`config.mk`:
```
export PLATFORM = sky130hd
export DESIGN_NAME = matrix_mult_controller
export DESIGN_NICKNAME = d
export VERILOG_FILES = /design/src/rtl/matrix_mult_controller.sv
export SDC_FILE = /design/constraint.sdc
export NUM_CORES = 1
export LEC_CHECK = 0
export CAP_MARGIN = 20
export CORE_AREA = 2 2 139 169
export DETAILED_ROUTE_END_ITERATION = 10
export DIE_AREA = 0 0 141 171
export HOLD_SLACK_MARGIN = 0.02
export PLACE_DENSITY = 0.82
export SETUP_SLACK_MARGIN = 0.4
export SYNTH_ARGS = -nofsm -noshare
export SYNTH_HDL_FRONTEND = slang
export SYNTH_SLANG_ARGS = --single-unit
```
`constraint.sdc`:
```
create_clock -name clock -period 5.6 [get_ports clock]
set_input_delay 1.12 -clock clock [delete_from_list [all_inputs] [get_ports clock]]
set_output_delay 1.12 -clock clock [all_outputs]
set_load 0.01 [all_outputs]
```
`src/rtl/matrix_mult_controller.sv`:
```
// Sequencer for C = A x B: walks (i,j,k), strobes A/B reads, steers an external MAC,
// and hands each finished C element to a sink with a ready handshake.
module matrix_mult_controller #(
    parameter int AROWS    = 3,
    parameter int ACOLUMNS = 3,
    parameter int BCOLUMNS = 3,
    parameter int ADDR_W   = 32
) (
    input  logic              clock,
    input  logic              reset,
    input  logic              start,
    output logic              busy,
    output logic              done,
    output logic              rd_en,
    output logic [ADDR_W-1:0] a_addr,
    output logic [ADDR_W-1:0] b_addr,
    output logic              acc_clear,
    output logic              acc_en,
    output logic              c_wr_en,
    output logic [ADDR_W-1:0] c_addr,
    input  logic              c_wr_ready,
    output logic [ADDR_W-1:0] i,
    output logic [ADDR_W-1:0] j,
    output logic [ADDR_W-1:0] k
);

    typedef enum logic [2:0] {
        IDLE,
        RUN,
        DRAIN,
        WRITE,
        DONE
    } state_t;

    localparam logic [ADDR_W-1:0] I_LAST   = ADDR_W'(AROWS - 1);
    localparam logic [ADDR_W-1:0] J_LAST   = ADDR_W'(BCOLUMNS - 1);
    localparam logic [ADDR_W-1:0] K_LAST   = ADDR_W'(ACOLUMNS - 1);
    localparam logic [ADDR_W-1:0] A_STRIDE = ADDR_W'(ACOLUMNS);
    localparam logic [ADDR_W-1:0] B_STRIDE = ADDR_W'(BCOLUMNS);
    localparam logic [ADDR_W-1:0] ONE      = ADDR_W'(1);

    state_t            state;
    state_t            state_next;
    logic [ADDR_W-1:0] i_next;
    logic [ADDR_W-1:0] j_next;
    logic [ADDR_W-1:0] k_next;

    // acc_en/acc_clear are the read strobe delayed to line up with memory data.
    always_ff @(posedge clock) begin
        if (reset) begin
            state     <= IDLE;
            i         <= '0;
            j         <= '0;
            k         <= '0;
            acc_en    <= 1'b0;
            acc_clear <= 1'b0;
        end else begin
            state     <= state_next;
            i         <= i_next;
            j         <= j_next;
            k         <= k_next;
            acc_en    <= rd_en;
            acc_clear <= rd_en && (k == '0);
        end
    end

    always_comb begin
        state_next = state;
        i_next     = i;
        j_next     = j;
        k_next     = k;
        rd_en      = 1'b0;
        c_wr_en    = 1'b0;
        done       = 1'b0;
        case (state)
            IDLE: begin
                if (start) begin
                    i_next     = '0;
                    j_next     = '0;
                    k_next     = '0;
                    state_next = RUN;
                end
            end
            RUN: begin
                rd_en = 1'b1;
                if (k < K_LAST) begin
                    k_next = k + ONE;
                end else begin
                    state_next = DRAIN;
                end
            end
            DRAIN: begin
                state_next = WRITE;
            end
            WRITE: begin
                c_wr_en = 1'b1;
                // Indices only advance once the sink has taken the element.
                if (c_wr_ready) begin
                    if (j < J_LAST) begin
                        j_next     = j + ONE;
                        k_next     = '0;
                        state_next = RUN;
                    end else if (i < I_LAST) begin
                        j_next     = '0;
                        i_next     = i + ONE;
                        k_next     = '0;
                        state_next = RUN;
                    end else begin
                        state_next = DONE;
                    end
                end
            end
            DONE: begin
                done       = 1'b1;
                i_next     = '0;
                j_next     = '0;
                k_next     = '0;
                state_next = IDLE;
            end
            default: begin
                state_next = IDLE;
            end
        endcase
    end

    assign busy   = (state != IDLE);
    assign a_addr = i * A_STRIDE + k;
    assign b_addr = k * B_STRIDE + j;
    assign c_addr = i * B_STRIDE + j;

endmodule

```
==> impl_metrics.toml <==
[global_route]
grt_max_degree = 46
antenna_found_initial = 0
grt_usage_pct = 36.1
grt_pass1_vias = 13800
grt_pass1_wl_um = 69600
global_route.overflow_total = 0

[sta]
final-setup-viol-count = 28
worst_pin_slew_ns = 0.952
slew_viol_final = 0
period_minus_slack_ns = 6.10
clock.fmax_mhz = 164
fin_crit_sh_pct = 109
hold_slack_ns = 0.532
setup_ws_ns = -0.503
skew_ns = 0.0187
hold_viol = 0
slew_headroom_pct = 36.5
rsz0062_at_grt = "true"

[routing]
first_iter_violations = 1610
wire_per_inst_um = 21.9
routed_via_density = 6.45
wl_met1_um = 18200
topRoutingLayerUsed = "met4"
num_vias = 15000
wirelength_um = 51000
drt.antenna.violating_nets = 0
drtPass1Iterations = 6
wl_met3_um = 4770
dr_wl_met2_um = 24100
drc_errors = 0

[worst_setup_path]
reg2reg_depth = 11
criticalPathCategory = "reg -> out"
crit_family = "compound AO/OA/AOI/OAI gates"
r2r_slack_ns = 1.82
cp-end-kind = "primary output"
r2r-end = "j[14]"
start_kind = "flip-flop"
crit_slowest_cell = "dfxtp_4"
max_stage_delay_ns = 0.37
crit_arrival_ns = 4.98
r2r_start = "i[3]"
cp_num_buf_inv = 6
crit_required_ns = 4.48
crit_fanout = 3

[placed_design]
dp_hpwl_um = 33200
routabilityCongestion = 0.968
place_area_um2 = 16200
place_inst = 2242
numPortBuffers = 201

[clock_tree]
cts_tree = "done"
clock_sinks = 101
clockBufferDepth = 2
path_clk_slew_ns = 0.09
cts_hold_buf = 0
clock_latency_ns = 0.38
h-tree-depth = 3
clockRootBuffer = "clkbuf_16"
numCtsBuffers = 9

[synthesis]
synth-edff-count = 0
postSynthCellCount = 1584
yosysWarnings = 0
synth_most_common_cell = "ha_1"
synth_seq_cells = 101
ys.flop_type = "dfxtp_1"
ys_seq_area_share_pct = 16.3
async_flop_share_pct = 0
mappedNetlistArea_um2 = 12400
yosys-top-cells-count = "203 x ha_1, 166 x nor2_1, 162 x a21oi_1"
synth_cell_type_count = 70
syn_nets = 1825
synth_top_area_share_pct = 20.5
postSynthAreaPerCell_um2 = 7.84
yosys-top-cells-area = "ha_1 20%, dfxtp_1 16%, a21oi_1 6.5%, xnor2_1 6.4%, fa_1 5.5%"
synth.largest_area_cell = "ha_1"

[cells_and_area]
drive_gt1_share_pct = 27.3
final_cells = 2332
fill_cells = 1384
syn2layout_area_growth_pct = 48.6
postLayoutCellArea_um2 = 18400
nets = 2285
antennaDiodeCount = 0

[floorplanning]
num_rows = 61
initial_core_util_pct = 54.7
ios = 202
die_h_um = 171
die_w_um = 141
dieArea_um2 = 24100
coreArea_um2 = 22700

[min_path]
hp-class = "reg -> reg"
min_to = "state[1]"
min_delay_path_depth = 1
hp-start = "state[2]"

[power_and_ir_drop]
pwr_density_cell_nw_per_um2 = 112
p_leak_nw = 9.31
vdd_drop_max_uv = 140

[status]
status = "finished, violations left"
violations = "setup timing"

[run]
maxCapViolCount = 0
per-layer routing:
metal,global-route usage (%),vias up
li1,-,6617
met1,42.0,7006
met2,64.8,1080
met3,3.92,346
met4,19.9,0
met5,0,-
state kept, by name (all words and copies together), names as in the netlist:
| name | count |
|---|---|
| state | 3 |
| acc_en | 1 |
| k | 32 |
| acc_clear | 1 |
| j | 32 |
| i | 32 |
how the worst max path moves through the flow:
stage / start / end / depth (start not counted)
2_1_floorplan: i[0] / a_addr[30] / 22
4_1_cts: i[1] / a_addr[30] / 23
5_1_grt: i[1] / a_addr[30] / 25
3_5_place_dp: i[2] / c_addr[31] / 18
6_report: i[1] / a_addr[30] / 25
3_3_place_gp: i[2] / c_addr[28] / 22
layout by cell type, fill, tap and decap left out, types with 10 or more instances in the layout:
cell type,count
a211o_1,12
a21o_1,46
a21oi_1,125
a21oi_2,31
a31oi_1,11
and2_1,17
and3_1,33
buf_2,35
buf_4,243
buf_6,44
clkdlybuf4s50_1,148
dfxtp_1,79
dfxtp_2,18
dlymetal6s2s_1,10
fa_1,33
ha_1,188
ha_4,13
inv_1,109
nand2_1,78
nand2b_1,10
nand3_1,48
nand4_1,38
nor2_1,152
nor2b_1,10
nor3_1,25
nor4_1,11
o21a_1,28
o21ai_0,52
o21ai_1,15
o21ai_2,12
or3_1,20
xnor2_1,65
xnor2_2,23
xor2_1,24
timing repair:
action / 4_1_cts / 5_1_grt
buffers inserted: 33 / 41
hold endpoints to repair: 0 / 0
pin swaps: 125 / 110
resized for setup: 311 / 178
setup endpoints to repair: 57 / 53
final cells by class:
type / instances / area (um2) / area share [%]
tap: 283 / 354 / 1.92
clock inverter: 7 / 92.6 / 0.502
timing repair buffer: 484 / 4140 / 22.4
inverter: 113 / 427 / 2.31
multi-input combinational: 1335 / 11100 / 60.4
clock buffer: 9 / 225 / 1.22
sequential: 101 / 2060 / 11.2
kinds of logic (layout without fill, tap and decap cells):
family                   count (synthesis)  count (layout)  synth area share [%]
XOR/XNOR                               128             128                  9.25
AND/OR/NAND/NOR                        516             516                  20.4
buffers and inverters                  148             613                  4.50
multiplexers                             6               6                 0.484
AO/OA/AOI/OAI                          448             448                  23.1
adder cells (fa/ha/maj)                237             237                  26.0
flip-flops                             101             101                  16.3
power by group:
part	internal [W]	switching, W	leakage (nW)
sequential	0.000734	0.0000253	0.827
combinational	0.000204	0.000388	8.33
clock	0.000360	0.000358	0.155
total	0.00130	0.000771	9.31
worst register-to-register path, cell delays in order (launching register included):
cell and delay [ns]:
dfxtp_4 0.37, inv_2 0.08, buf_4 0.12, ha_1 0.16
a21bo_2 0.23, a21oi_1 0.26, o211ai_1 0.20, a311oi_2 0.73
or2_1 0.51, inv_1 0.17, nand2_1 0.65, nor2_1 0.15
through the flow:
step | setup TNS, ns | utilization (%) | setup WS (ns) | total power (W)
CTS | -0.613 | 77.0 | -0.168 | 0.00203
global route | -12.01 | 81.3 | -0.738 | 0.00212
detailed placement | -3.92 | 71.7 | -0.363 | 0.00134
floorplan | 0 | - | 0.444 | 0.00112
global placement | -2.51 | 71.7 | -0.245 | 0.00132
finish | -7.39 | 81.3 | -0.503 | 0.00207
Note: power is estimated with default switching activity, not from simulation.
